===== src/rtl/dmem_arbiter.sv =====
// Round-robin arbiter sharing data_mem1 between the core LSU (C) and the
// host loader (H), with a host-exclusive mode and a contention counter.
module dmem_arbiter #(
   parameter int AW = 8,
   parameter int DW = 8,
   parameter int CW = 16
) (
   input  logic          CLK,
   input  logic          rst_n,
   input  logic          c_req,
   input  logic          c_we,
   input  logic [AW-1:0] c_addr,
   input  logic [DW-1:0] c_wdata,
   output logic          c_ack,
   output logic [DW-1:0] c_rdata,
   output logic          c_stall,
   input  logic          h_req,
   input  logic          h_we,
   input  logic [AW-1:0] h_addr,
   input  logic [DW-1:0] h_wdata,
   output logic          h_ack,
   output logic [DW-1:0] h_rdata,
   input  logic          h_excl,
   output logic [AW-1:0] mem_addr,
   output logic          mem_we,
   output logic [DW-1:0] mem_wdata,
   input  logic [DW-1:0] mem_rdata,
   output logic [CW-1:0] conflict_cnt,
   input  logic          clr_cnt
);

   typedef enum logic [1:0] {IDLE, GNT_C, GNT_H} state_t;

   localparam logic RR_C = 1'b0;
   localparam logic RR_H = 1'b1;

   state_t state;
   state_t state_nxt;
   logic   rr_last;
   logic   rr_nxt;
   logic   elig_c;
   logic   elig_h;
   logic   cand_c;
   logic   cand_h;
   logic   contend;
   logic   cnt_max;

   assign elig_c  = c_req & ~h_excl;
   assign elig_h  = h_req;
   // the granted side still holds req for its in-flight access
   assign cand_c  = elig_c & (state != GNT_C);
   assign cand_h  = elig_h & (state != GNT_H);
   assign contend = elig_c & elig_h & (state == IDLE);
   assign cnt_max = (conflict_cnt == {CW{1'b1}});

   assign c_stall = c_req & ~c_ack;

   always_comb begin
      state_nxt = IDLE;
      rr_nxt    = rr_last;
      priority case (1'b1)
         cand_c & cand_h:
            state_nxt = (rr_last == RR_H) ? GNT_C : GNT_H;
         cand_c:
            state_nxt = GNT_C;
         cand_h:
            state_nxt = GNT_H;
         default:
            state_nxt = IDLE;
      endcase
      if (state_nxt == GNT_C) rr_nxt = RR_C;
      if (state_nxt == GNT_H) rr_nxt = RR_H;
   end

   always_comb begin
      mem_addr  = '0;
      mem_we    = 1'b0;
      mem_wdata = '0;
      unique case (state)
         GNT_C: begin
            mem_addr  = c_addr;
            mem_we    = c_we;
            mem_wdata = c_wdata;
         end
         GNT_H: begin
            mem_addr  = h_addr;
            mem_we    = h_we;
            mem_wdata = h_wdata;
         end
         default: ;
      endcase
   end

   always_ff @(posedge CLK or negedge rst_n) begin
      if (!rst_n) begin
         state   <= IDLE;
         rr_last <= RR_H;
         c_ack   <= 1'b0;
         h_ack   <= 1'b0;
         c_rdata <= '0;
         h_rdata <= '0;
      end else begin
         state   <= state_nxt;
         rr_last <= rr_nxt;
         c_ack   <= (state == GNT_C);
         h_ack   <= (state == GNT_H);
         if (state == GNT_C && !c_we) c_rdata <= mem_rdata;
         if (state == GNT_H && !h_we) h_rdata <= mem_rdata;
      end
   end

   always_ff @(posedge CLK or negedge rst_n) begin
      if (!rst_n) begin
         conflict_cnt <= '0;
      end else if (clr_cnt) begin
         conflict_cnt <= '0;
      end else if (contend && !cnt_max) begin
         conflict_cnt <= conflict_cnt + CW'(1);
      end
   end

endmodule


===== config.mk =====
export PLATFORM = sky130hd
export DESIGN_NAME = dmem_arbiter
export DESIGN_NICKNAME = d
export VERILOG_FILES = /design/src/rtl/dmem_arbiter.sv
export SDC_FILE = /design/constraint.sdc
export NUM_CORES = 1
export LEC_CHECK = 0
export CORE_MARGIN = 5
export CORE_UTILIZATION = 41
export DETAILED_ROUTE_END_ITERATION = 7
export PLACE_DENSITY = 0.84
export SLEW_MARGIN = 20
export SYNTH_ARGS = -nofsm -noshare
export SYNTH_HDL_FRONTEND = slang
export SYNTH_SLANG_ARGS = --single-unit

===== constraint.sdc =====
create_clock -name CLK -period 2.2 [get_ports CLK]
set_clock_uncertainty 0.15 [all_clocks]
set_input_delay 0.44 -clock CLK [delete_from_list [all_inputs] [get_ports CLK]]
set_output_delay 0.44 -clock CLK [all_outputs]
set_load 0.02 [all_outputs]

# ---- Word level (Yosys, flattened, before mapping)
# Index checks and enable logic that the tools add are counted.
# W data, S select, Z words.
dict set report totals {
  reg_bits 37
  inputBits 48
  output_inout_bits 52
  word_cells 44
}
dict set report op_classes {
  n_addsub 1
  n_eq_ne 7
  mux 11
  n_bitwise 9
  reduce_logical 9
}
# operator n
set ops {}
lappend ops {{$mux W16} 2}
lappend ops {{$pmux W8 S2} 2}
lappend ops {{$add A16 B1 Y16 const B} 1}
lappend ops {{$eq A16 B16 Y1 const B} 1}
lappend ops {{$mux W2} 4}
lappend ops {{$and A1 B1 Y1} 7}
lappend ops {{$eq A2 B1 Y1 const B} 2}
lappend ops {{$eq A2 B2 Y1 const B} 2}
lappend ops {{$reduce_bool A2 Y1} 2}
lappend ops {{$logic_and A1 B1 Y1} 3}
lappend ops {{$logic_not A1 Y1} 3}
lappend ops {{$logic_not A2 Y1} 1}
lappend ops {{$mux W1} 2}
lappend ops {{$ne A2 B1 Y1 const B} 1}
lappend ops {{$ne A2 B2 Y1 const B} 1}
lappend ops {{$not A1 Y1} 2}
lappend ops {{$pmux W1 S2} 1}

# ---- Depth between registers and ports, before layout
# Gate-level depths: netlist of run 1.
dict set report depth {
  depth_word 8
  depth_mapped 8
  mapped_depth_nobuf 7
}

# ---- Least setup slack after synthesis of run 1
# Ideal clock, no wire load.
dict set report synth_timing {
  kind {flip-flop to output port}
  from {reg state[0]}
  to {out mem_addr[0]}
  t_arrival_ns 1.580
  required_ns 1.610
  setup_slack_ns 0.030
  stages_incl_launch_ff 7
  cell_sequence {dfrtp_1 > inv_1 > ha_1 > clkbuf_1 > clkbuf_1 > a22oi_1 > nor2b_1}
}
dict set report synth_between {
  elab_chain_cells 2
  word_cells_on_any_way 3
}
# item line_no
set synth_lines {}
lappend synth_lines {{start: declaration} 37} ;# state_t state;
lappend synth_lines {{start signal: assignment} 103} ;# state <= state_nxt;
lappend synth_lines {{$eq A2 B2 Y1 or $eq A2 B1 Y1 (tied branches)} 79} ;# unique case (state)
lappend synth_lines {{$pmux W8 S2 (*)} 79}
lappend synth_lines {{end: declaration} 24} ;# output logic [AW-1:0] mem_addr,
# Every way passes the cells marked *; elsewhere a longest branch is shown, timed or not.

# ---- Final worst setup path of run 1
dict set report layout_timing {
  from {in h_excl}
  to {reg conflict_cnt[9]}
}
dict set report layout_between {
  elab_chain_cells 6
}
# item line_no
set layout_lines {}
lappend layout_lines {{start: declaration} 23} ;# input logic h_excl,
lappend layout_lines {{$not A1 Y1} 48} ;# assign elig_c = c_req & ~h_excl;
lappend layout_lines {{$and A1 B1 Y1} 48}
lappend layout_lines {{$and A1 B1 Y1 (2 in series)} 53} ;# assign contend = elig_c & elig_h & (state == IDLE);
lappend layout_lines {{$logic_and A1 B1 Y1} 117} ;# end else if (contend && !cnt_max) begin
lappend layout_lines {{$reduce_bool A2 Y1 (no source line)} n/a}
lappend layout_lines {{end signal: assignment} 118} ;# conflict_cnt <= conflict_cnt + CW'(1);
lappend layout_lines {{end: declaration} 28} ;# output logic [CW-1:0] conflict_cnt,
# No other way between the ends.
# A chain may end at the register's enable or synchronous reset.

==> results of run 1 <==
==> cell usage in the layout, fill, tap and decap left out, types with 3 or more instances in the layout <==
cell	n
nand4_1	7
mux2_2	17
or3_1	3
nand2_1	6
nand3_1	3
clkbuf_8	5
buf_2	14
inv_1	3
buf_4	15
nor2_1	3
nor2b_1	22
ha_1	4
a21oi_1	14
clkdlybuf4s50_1	81
nor4_1	3
mux2_1	3
buf_12	3
o31ai_1	9
dfrtp_1	36
a22oi_2	4
a22oi_1	13
o21ai_0	3
or4_1	9
==> metal layers <==
layer	GRT usage	vias to the layer above
li1	-	939
met1	0.225	944
met2	0.310	57
met3	0.0706	4
met4	0.0541	0
met5	0	-
==> state kept, by name, summed over array words and instances (netlist names) <==
register      count
conflict_cnt     16
c_rdata           8
h_rdata           8
state             2
c_ack             1
h_ack             1
rr_last           1
==> power by group <==
| part | internal (mW) | switching [mW] | total, mW |
|---|---|---|---|
| Sequential | 0.814 | 0.0676 | 0.881 |
| Combinational | 0.488 | 0.422 | 0.910 |
| Clock | 0.450 | 0.248 | 0.698 |
| Total | 1.75 | 0.737 | 2.49 |
==> metrics by stage <==
step | setup TNS [ns] | total power [mW]
2_1_floorplan | 0 | 1.32
3_3_place_gp | -2.40 | 1.81
3_5_place_dp | -3.30 | 1.83
4_1_cts | 0 | 2.52
5_1_grt | -0.00234 | 2.62
6_report | 0 | 2.49
==> area by class of cell <==
cell class | instances | area, um^2
timing repair buffer | 114 | 1060
sequential | 37 | 927
inverter | 3 | 11.3
multi-input combinational | 139 | 1060
clock buffer | 5 | 68.8
fill | 369 | 1510
tap | 67 | 83.8
clock inverter | 3 | 65.1
==> how the worst max path moves through the flow <==
| stage | endpoint | start | slack (ns) | depth (start not counted) |
|---|---|---|---|---|
| after floorplan | mem_addr[0] | state[0]$_DFF_PN0_ | 0.03 | 6 |
| after global placement | conflict_cnt[9]$_DFFE_PN0P_ | h_excl | -0.18 | 5 |
| after detailed placement | conflict_cnt[9]$_DFFE_PN0P_ | c_req | -0.24 | 5 |
| after CTS | mem_addr[7] | state[1]$_DFF_PN0_ | 0.004 | 6 |
| after global routing | mem_wdata[2] | state[0]$_DFF_PN0_ | -0.002 | 6 |
| final | conflict_cnt[9]$_DFFE_PN0P_ | h_excl | 0.07 | 5 |
==> critical path, cell delays in order <==
cell and delay, ns:
clkdlybuf4s50_1 0.45, nand4b_1 0.23, or3_1 0.43, or4_1 0.49, a21oi_1 0.15
==> cell families after synthesis <==
group                      share of synthesized area
AOI/OAI and AO/OA                              0.144
DFF                                            0.455
buffers and inverters                         0.0387
muxes                                          0.111
and+or+nand+nor                                0.221
adders and majority gates                     0.0307
==> repair_timing <==
item	4_1_cts	5_1_grt
cloned	0	0
setup buffers	0	0
hold buffers	0	0
pin swaps	0	0
setup endpoints to repair	18	16
gates resized for setup	55	23
==> metrics.csv, run 1 <==
stage,metric,value,unit
global_routing,grt_max_degree,38,
route,drtPass1Iterations,4,
logic_synthesis,synthTopCellsByCount,"dfrtp_1 (36), nor2b_1 (22), a22oi_1 (17), mux2_2 (17), a21oi_1 (14)",
final_layout,syn_to_final_growth,60.9,%
sta,finalHoldViolCount,0,
final_layout,final_area,3280,um^2
worst_setup_path,path_class,input port to flop,
power,leakage,1.32,nW
logic_synthesis,synth_cells,192,
final_layout,final_core_util,0.684,
sta,min_period_over_period,0.967,
die,pin_count,100,
route,wl_met3,492,um
sta,fin_crit,2.13,ns
worst_setup_path,r2r-end,conflict_cnt[9]$_DFFE_PN0P_,
die,core_area,4790,um^2
placed_design,dp_hpwl,4500,um
sta,slew_violations,0,
clock_network,cts_sinks,37,
final_layout,nets,353,
worst_hold_path,hold_end,c_rdata[6]$_DFFE_PN0P_,
logic_synthesis,ys_types,38,
route,drc,0,
die,initial_core_util,0.425,
placed_design,dp_slack,-0.239,ns
route,vias_per_cell,5.28,
global_routing,track_usage,0.187,
sta,setup_viol,0,
die,rows,25,
sta,worst-slew-pin-transition,0.457,ns
placed_design,port-buffer-count,99,
route,wl_met2,3060,um
global_routing,antenna_found_initial,0,
clock_network,root_buffer,clkbuf_8,
global_routing,overflow,0,
job,cap_violations,0,
logic_synthesis,synth_area_leaders,"dfrtp_1 (44%), mux2_2 (9.4%), nor2b_1 (6.8%)",
global_routing,first_global_vias,1940,
worst_setup_path,timing.rr.start,state[0]$_DFF_PN0_,
placed_design,dpl_cell_area,3190,um^2
logic_synthesis,yosysMostFrequentCell,dfrtp_1,
logic_synthesis,synth_warnings,0,
worst_setup_path,rrSetupSlack,0.13,ns
global_routing,grt_pass1_wl,9460,um
worst_setup_path,critPathArrivalTime,2.20,ns
route,avgRoutedWirePerCell,16.1,um
die,die_y,80.5,um
power,max-vdd-ir-drop,0.000767,V
logic_synthesis,synthesis.area,2040,um^2
worst_setup_path,reg2regPathDepth,6,
route,ant_nets,0,
clock_network,clkTransAtPathRegs,0.08,ns
route,vias,1944,
route,finalWirelength,5920,um
logic_synthesis,syn-num-nets,245,
clock_network,worst_skew_pair.late_latency,0.29,ns
route,met1_length,2310,um
run_status,status,completed,
worst_hold_path,hold_class,flop to flop,
placed_design,gp_congestion,0.804,
power,p_per_area,760,nW/um^2
sta,slew_headroom,0.695,
worst_setup_path,end_kind,flop,
logic_synthesis,netlist.area_leader.share,0.443,
sta,hold-worst-slack,0.357,ns
logic_synthesis,synth_edf_count,0,
route,dr.max_layer_used,met4,
final_layout,insertedDiodeCount,0,
sta,fmaxAchievable,0.470,GHz
worst_setup_path,cp-start-kind,input port,
final_layout,final_cells,368,
die,die_x,80.5,um
worst_setup_path,path_max_fanout,5,
placed_design,numPlacedInstances,360,
clock_network,clock_path_buffers,2,
logic_synthesis,synthArstFlopShare,1.00,
worst_setup_path,required,2.27,ns
clock_network,htree_levels,2,
die,die_area,6470,um^2
logic_synthesis,yosysSeqAreaShare,0.455,
logic_synthesis,synth_ff_type,dfrtp_1,
logic_synthesis,postSynthAreaPerCell,10.6,um^2
clock_network,cts_tree,built,
sta,grt_setup_unrepaired,true,
logic_synthesis,synth-seq-cells,37,
sta,fin_ws,0.0731,ns
logic_synthesis,synth_area_leader_cell,dfrtp_1,
final_layout,drive_gt1_frac,0.226,
clock_network,cts_made_buffers,5,
route,first_iter_violations,86,
worst_hold_path,hp-start,c_rdata[6]$_DFFE_PN0P_,
worst_hold_path,min_path_cells,1,
Power figures use the tool's default switching activity.
==> run 2, diff against run 1 <==
Settings changed: CORE_ASPECT_RATIO set to 1.5, HOLD_SLACK_MARGIN set to 0.05.
==> run 2 against run 1 <==
Against the previous run:
- utilization is essentially flat
- sequential share of layout area shrank 0.13 points
- worst hold slack lost 0.31 ns
- die area grew 0.45%
- worst setup slack lost 0.011 ns
- routed wire length grew 2.0%
- final area grew 0.46%
- sequential cell count is the same
- total power shrank 6.5%
- cell count grew 1.6%
- fmax shrank 0.54%
- critical path type is now flop to output pin
- largest cell class unchanged
- largest power group unchanged
==> metrics.csv, run 2 (synthesis gave the netlist of run 1 again) <==
stage,metric,value,unit,change
job,cap_violations,0,,unchanged
clock_network,cts_tree,built,,unchanged
clock_network,postCtsSetupBuffers,0,,unchanged
worst_setup_path,slowest_delay,0.40,ns,was 0.49 ns
power,p_per_area,707,nW/um^2,was 760 nW/um^2
power,max-vdd-ir-drop,0.000334,V,was 0.000767 V
worst_setup_path,end_kind,output pin,,was flop
route,dr.max_layer_used,met4,,unchanged
worst_setup_path,cp_num_cells,6,,was 5
route,drc,0,,unchanged
route,wl_met2,3230,um,was 3060 um
worst_setup_path,crit_family,buffers and inverters,,was simple AND/OR/NAND/NOR gates
clock_network,clkTransAtPathRegs,0.07,ns,was 0.08 ns
die,initial_core_util,0.423,,was 0.425
worst_setup_path,crit_buf_inv,3,,was 1
worst_setup_path,cp_cell_sequence,inv_1 > ha_2 > buf_12 > a22oi_1 > nor2b_1 > buf_4,,was clkdlybuf4s50_1 > nand4b_1 > or3_1 > or4_1 > a21oi_1
global_routing,overflow,0,,unchanged
clock_network,worst_skew_pair.late_latency,0.28,ns,was 0.29 ns
sta,grt_setup_unrepaired,false,,was true
final_layout,layout.cells.most_common,clkdlybuf4s50_1,,unchanged
power,p_int,1.60,mW,was 1.75 mW
power,switchingPower,732,uW,was 737 uW
global_routing,grt_pass1_wl,9280,um,was 9460 um
worst_setup_path,rrSetupSlack,0.11,ns,was 0.13 ns
route,vias_per_cell,5.44,,was 5.28
power,seq_power_share,0.380,,was 0.354
route,ant_nets,0,,unchanged
sta,fin_crit,2.14,ns,was 2.13 ns
die,die_y,96.3,um,was 80.5 um
power,comb_power_share,0.396,,was 0.366
power,p_sw_frac,0.315,,was 0.296
worst_setup_path,cp_slowest_cell,dfrtp_1,,was or4_1
sta,fin_ws,0.0616,ns,was 0.0731 ns
die,pin_count,100,,unchanged
placed_design,numPlacedInstances,366,,was 360
worst_setup_path,cp-start-kind,flop,,was input port
final_layout,final_cells,374,,was 368
global_routing,grt_max_degree,38,,unchanged
global_routing,first_global_vias,2002,,was 1940
placed_design,dpl_cell_area,3230,um^2,was 3190 um^2
worst_setup_path,timing.rr.start,conflict_cnt[0]$_DFFE_PN0P_,,was state[0]$_DFF_PN0_
final_layout,final_core_util,0.684,,about the same
route,vias,2034,,was 1944
final_layout,drive_gt1_frac,0.256,,was 0.226
sta,finalHoldViolCount,0,,unchanged
global_routing,track_usage,0.190,,was 0.187
sta,min_period_over_period,0.972,,was 0.967
sta,hold-worst-slack,0.0465,ns,was 0.357 ns
route,met1_length,2110,um,was 2310 um
worst_setup_path,path_class,flop to output pin,,was input port to flop
run_status,status,completed,,unchanged
final_layout,insertedDiodeCount,0,,unchanged
route,finalWirelength,6040,um,was 5920 um
route,wl_met3,588,um,was 492 um
sta,slew_headroom,0.682,,was 0.695
worst_setup_path,path_max_fanout,20,,was 5
sta,worst-slew-pin-transition,0.477,ns,was 0.457 ns
clock_network,clock_path_buffers,2,,unchanged
placed_design,port-buffer-count,99,,unchanged
final_layout,final_cell_mix,"clkdlybuf4s50_1 (80), dfrtp_1 (36), buf_4 (25), nor2b_1 (21), mux2_2 (17)",,"was clkdlybuf4s50_1 (81), dfrtp_1 (36), nor2b_1 (22), mux2_2 (17), buf_4 (15)"
clock_network,root_buffer,clkbuf_8,,unchanged
final_layout,largestRegisters,"conflict_cnt x16, c_rdata x8, h_rdata x8",,unchanged
worst_setup_path,critPathArrivalTime,1.55,ns,was 2.20 ns
route,first_iter_violations,152,,was 86
final_layout,max_flop_register,conflict_cnt,,unchanged
placed_design,dp_hpwl,4830,um,was 4500 um
die,rows,31,,was 25
power,clockPowerShare,0.225,,was 0.281
worst_setup_path,reg2regPathDepth,5,,was 6
clock_network,cts_sinks,37,,unchanged
clock_network,htree_levels,2,,unchanged
sta,fmaxAchievable,0.468,GHz,was 0.470 GHz
worst_hold_path,hold_class,input port to asynchronous set/reset pin,,was flop to flop
global_routing,antenna_found_initial,0,,unchanged
power,leakage,1.34,nW,was 1.32 nW
sta,tns,0,ns,unchanged
route,avgRoutedWirePerCell,16.2,um,was 16.1 um
die,die_x,67.5,um,was 80.5 um
sta,setup_viol,0,,unchanged
final_layout,nets,360,,was 353
placed_design,dp_slack,-0.217,ns,was -0.239 ns
clock_network,cts_made_buffers,5,,unchanged
route,drtPass1Iterations,4,,unchanged
placed_design,gp_congestion,0.909,,was 0.804
final_layout,final_area,3290,um^2,was 3280 um^2
power,p_total,2.33,mW,was 2.49 mW
worst_setup_path,required,1.61,ns,was 2.27 ns
final_layout,syn_to_final_growth,61.6,%,was 60.9%
die,die_area,6500,um^2,was 6470 um^2
final_layout,largest_reg_flops,16,,unchanged
sta,slew_violations,0,,unchanged
worst_setup_path,r2r-end,conflict_cnt[10]$_DFFE_PN0P_,,was conflict_cnt[9]$_DFFE_PN0P_
die,core_area,4810,um^2,was 4790 um^2
## run 2: worst max path at each step
| stage | to | slack (ns) | startpoint |
|---|---|---|---|
| 2_1_floorplan | mem_addr[0] | 0.03 | state[0]$_DFF_PN0_ |
| 3_3_place_gp | c_stall | -0.17 | c_req |
| 3_5_place_dp | mem_we | -0.22 | h_we |
| 4_1_cts | mem_we | 0.03 | state[1]$_DFF_PN0_ |
| 5_1_grt | mem_addr[2] | 0.0005 | state[0]$_DFF_PN0_ |
| 6_report | mem_wdata[6] | 0.06 | state[0]$_DFF_PN0_ |
## run 2: repair_timing
action	in CTS	in global routing
resized for setup	71	12
endpoints found under the setup margin	18	17
hold buffers	0	0
## run 2: final cells by class
| type | count | area [um^2] |
|---|---|---|
| inverters | 3 | 11.3 |
| flip-flops and latches | 37 | 927 |
| fillers | 399 | 1520 |
| clock inverters | 1 | 5.00 |
| clock buffers | 7 | 96.3 |
| multi-input cells | 139 | 1070 |
| well taps | 66 | 82.6 |
| repair buffers | 121 | 1100 |
## run 2: worst register-to-register path, delay by kind of cell (launching register included)
kind / cells / cell delay [ns]
simple gates: 3 / 0.92
flops: 1 / 0.36
mux: 1 / 0.35
fa+ha+maj: 1 / 0.19
## run 2: metal layers
metal,track usage,vias to the layer above
li1,-,948
met1,0.197,963
met2,0.341,111
met3,0.0572,12
met4,0.0880,0
met5,0,-
## run 2: power by group through the flow
stage,registers [mW],logic [mW],clock network [mW]
3_3_place_gp,0.887,0.932,0
2_1_floorplan,1.04,0.281,0
6_report,0.884,0.921,0.523
4_1_cts,0.884,0.922,0.537
3_5_place_dp,0.898,0.947,0
5_1_grt,0.899,0.973,0.568
==> run 3, diff against run 2 <==
Settings changed: PLACE_DENSITY 0.84 to unset, PLACE_DENSITY_LB_ADDON set to 0.2, TNS_END_PERCENT set to 1.
==> run 3 against run 2 <==
Against the previous run:
- sequential share of layout area is 0.086 points higher
- combinational power is 2.2% lower
- critical path depth stayed put
- routed wire length fell by 5.6%
- final area down 0.30%
- via count is 3.0% lower
- critical endpoint is now mem_addr[2]
- utilization down 0.21 points
- first-iteration DRC count shrank 34%
- die area unchanged
- worst hold slack better by 0.31 ns
- highest routed layer unchanged
- global-route usage fell by 0.53 points
- total power grew 2.1%
==> metrics.csv, run 3 (synthesis gave the netlist of run 1 again) <==
stage,metric,value,unit,change
worst_setup_path,cp_cell_sequence,inv_1 > ha_1 > buf_6 > a22oi_1 > nor2b_1 > clkdlybuf4s15_2,,was inv_1 > ha_2 > buf_12 > a22oi_1 > nor2b_1 > buf_4
sta,worst-slew-pin-transition,0.477,ns,about the same
sta,fmaxAchievable,0.463,GHz,was 0.468 GHz
route,finalWirelength,5700,um,was 6040 um
worst_setup_path,cp-start-kind,flop,,unchanged
sta,tns,0,ns,unchanged
global_routing,first_global_vias,2093,,was 2002
placed_design,dp_hpwl,4500,um,was 4830 um
worst_setup_path,crit_buf_inv,3,,unchanged
clock_network,clkTransAtPathRegs,0.07,ns,about the same
global_routing,overflow,0,,unchanged
die,die_x,67.5,um,unchanged
worst_setup_path,cp_slowest_cell,dfrtp_1,,unchanged
route,ant_nets,0,,unchanged
worst_setup_path,path_class,flop to output pin,,unchanged
final_layout,insertedDiodeCount,0,,unchanged
route,vias_per_cell,5.29,,was 5.44
sta,slew_headroom,0.682,,about the same
die,core_area,4810,um^2,unchanged
sta,fin_crit,2.16,ns,was 2.14 ns
sta,min_period_over_period,0.982,,was 0.972
clock_network,root_buffer,clkbuf_8,,unchanged
global_routing,use_met3,0.0701,,was 0.0572
die,die_y,96.3,um,unchanged
clock_network,clock_path_buffers,2,,unchanged
clock_network,cts_tree,built,,unchanged
worst_setup_path,path_max_fanout,10,,was 20
sta,grt_setup_unrepaired,true,,was false
die,die_area,6500,um^2,unchanged
die,initial_core_util,0.423,,unchanged
worst_setup_path,crit_family,buffers and inverters,,unchanged
clock_network,htree_levels,2,,unchanged
global_routing,antenna_found_initial,0,,unchanged
sta,slew_violations,0,,unchanged
die,pin_count,100,,unchanged
worst_setup_path,slowest_delay,0.36,ns,was 0.40 ns
final_layout,drive_gt1_frac,0.231,,was 0.256
global_routing,use_met2,0.331,,was 0.341
worst_setup_path,end_kind,output pin,,unchanged
sta,hold-worst-slack,0.361,ns,was 0.0465 ns
final_layout,final_cell_mix,"clkdlybuf4s50_1 (81), dfrtp_1 (36), nor2b_1 (22), buf_4 (20)",,"was clkdlybuf4s50_1 (80), dfrtp_1 (36), buf_4 (25), nor2b_1 (21), mux2_2 (17)"
final_layout,max_flop_register,conflict_cnt,,unchanged
final_layout,largest_reg_flops,16,,unchanged
clock_network,postCtsHoldBufs,0,,unchanged
final_layout,layout.cells.most_common,clkdlybuf4s50_1,,unchanged
clock_network,worst_skew_pair.late_latency,0.29,ns,was 0.28 ns
final_layout,final_cells,373,,was 374
clock_network,cts_made_buffers,5,,unchanged
power,max-vdd-ir-drop,0.000484,V,was 0.000334 V
placed_design,port-buffer-count,99,,unchanged
route,first_iter_violations,101,,was 152
power,leakage,1.33,nW,was 1.34 nW
power,p_per_area,724,nW/um^2,was 707 nW/um^2
worst_hold_path,hold_class,flop to flop,,was input port to asynchronous set/reset pin
global_routing,grt_pass1_wl,9170,um,was 9280 um
sta,setup_viol,0,,unchanged
job,cap_violations,0,,unchanged
final_layout,syn_to_final_growth,61.2,%,was 61.6%
clock_network,cts_sinks,37,,unchanged
global_routing,grt_max_degree,38,,unchanged
die,rows,31,,unchanged
route,drc,0,,unchanged
sta,finalHoldViolCount,0,,unchanged
worst_setup_path,critPathArrivalTime,1.57,ns,was 1.55 ns
placed_design,numPlacedInstances,365,,was 366
global_routing,grt_use_met1,0.192,,was 0.197
final_layout,largestRegisters,"conflict_cnt x16, c_rdata x8, h_rdata x8",,unchanged
route,avgRoutedWirePerCell,15.3,um,was 16.2 um
global_routing,busiest_layer,met2,,unchanged
power,p_total,2.38,mW,was 2.33 mW
route,drtPass1Iterations,4,,unchanged
placed_design,gp_congestion,0.777,,was 0.909
worst_setup_path,required,1.61,ns,about the same
final_layout,nets,359,,was 360
global_routing,track_usage,0.185,,was 0.190
run_status,status,completed,,unchanged
route,vias,1973,,was 2034
-- run 3: cell count changes in the layout (fill, tap and decap cells not counted), sizes merged --
cell and delta:
bufinv +1, clkinvlp +1, clkdlybuf4s50 +1, clkdlybuf4s15 +1, clkbuf -2, buf -3
-- run 3: worst register-to-register path, delay by kind of cell (launching register included) --
| kind | cells | cell delay, ns |
|---|---|---|
| AND/OR/NAND/NOR | 1 | 0.11 |
| buffers and inverters | 4 | 0.38 |
| multiplexers | 1 | 0.34 |
| AO/OA/AOI/OAI | 1 | 0.13 |
| flip-flops | 1 | 0.39 |
| adder cells (fa/ha/maj) | 2 | 0.48 |
-- run 3: final timing paths --
check | slack, ns | start | depth (start not counted) | endpoint
setup reg to reg | 0.15 | state[0]$_DFF_PN0_ | 9 | rr_last$_DFFE_PN1P_
hold reg to reg | 0.36 | h_rdata[6]$_DFFE_PN0P_ | 1 | h_rdata[6]$_DFFE_PN0P_
min in group asynchronous | 0.41 | rst_n | 2 | conflict_cnt[10]$_DFFE_PN0P_
max in group asynchronous | 1.12 | rst_n | 2 | rr_last$_DFFE_PN1P_
hold / removal | 0.36 | h_rdata[6]$_DFFE_PN0P_ | 1 | h_rdata[6]$_DFFE_PN0P_
setup / recovery | 0.04 | state[0]$_DFF_PN0_ | 6 | mem_addr[2]
-- run 3: stage by stage --
step | area (um^2) | setup WS [ns] | utilization
4_1_cts | 3290 | -0.0368 | 0.684
3_5_place_dp | 3220 | -0.236 | 0.670
6_report | 3280 | 0.0398 | 0.682
3_3_place_gp | 3220 | -0.159 | 0.670
2_1_floorplan | 2040 | 0.0303 | -
5_1_grt | 3280 | -0.0447 | 0.682
-- run 3: layout make-up --
cell class / instances / area [um^2]
Inverter: 3 / 11.3
Timing Repair Buffer: 120 / 1100
Multi-Input combinational cell: 139 / 1040
Tap cell: 66 / 82.6
Clock inverter: 3 / 46.3
Fill cell: 406 / 1530
Sequential cell: 37 / 927
Clock buffer: 5 / 68.8
-- run 3: what timing repair did --
item / CTS / global route
resized for setup: 63 / 11
pin swaps: 0 / 2
setup buffers: 0 / 0
setup endpoints to repair: 19 / 12
-- run 3: power by group --
group / internal, mW / leakage (nW) / switching, mW
sequential: 0.814 / 0.476 / 0.0684
combinational: 0.490 / 0.804 / 0.412
clock: 0.339 / 0.0543 / 0.254
-- run 3: metal layers --
metal	part of all wire	vias to the layer above	wire (um)
met2	0.52	81	2950
met3	0.099	8	564
li1	-	948	-
met4	0.017	0	95
met5	0	-	0
met1	0.37	936	2090
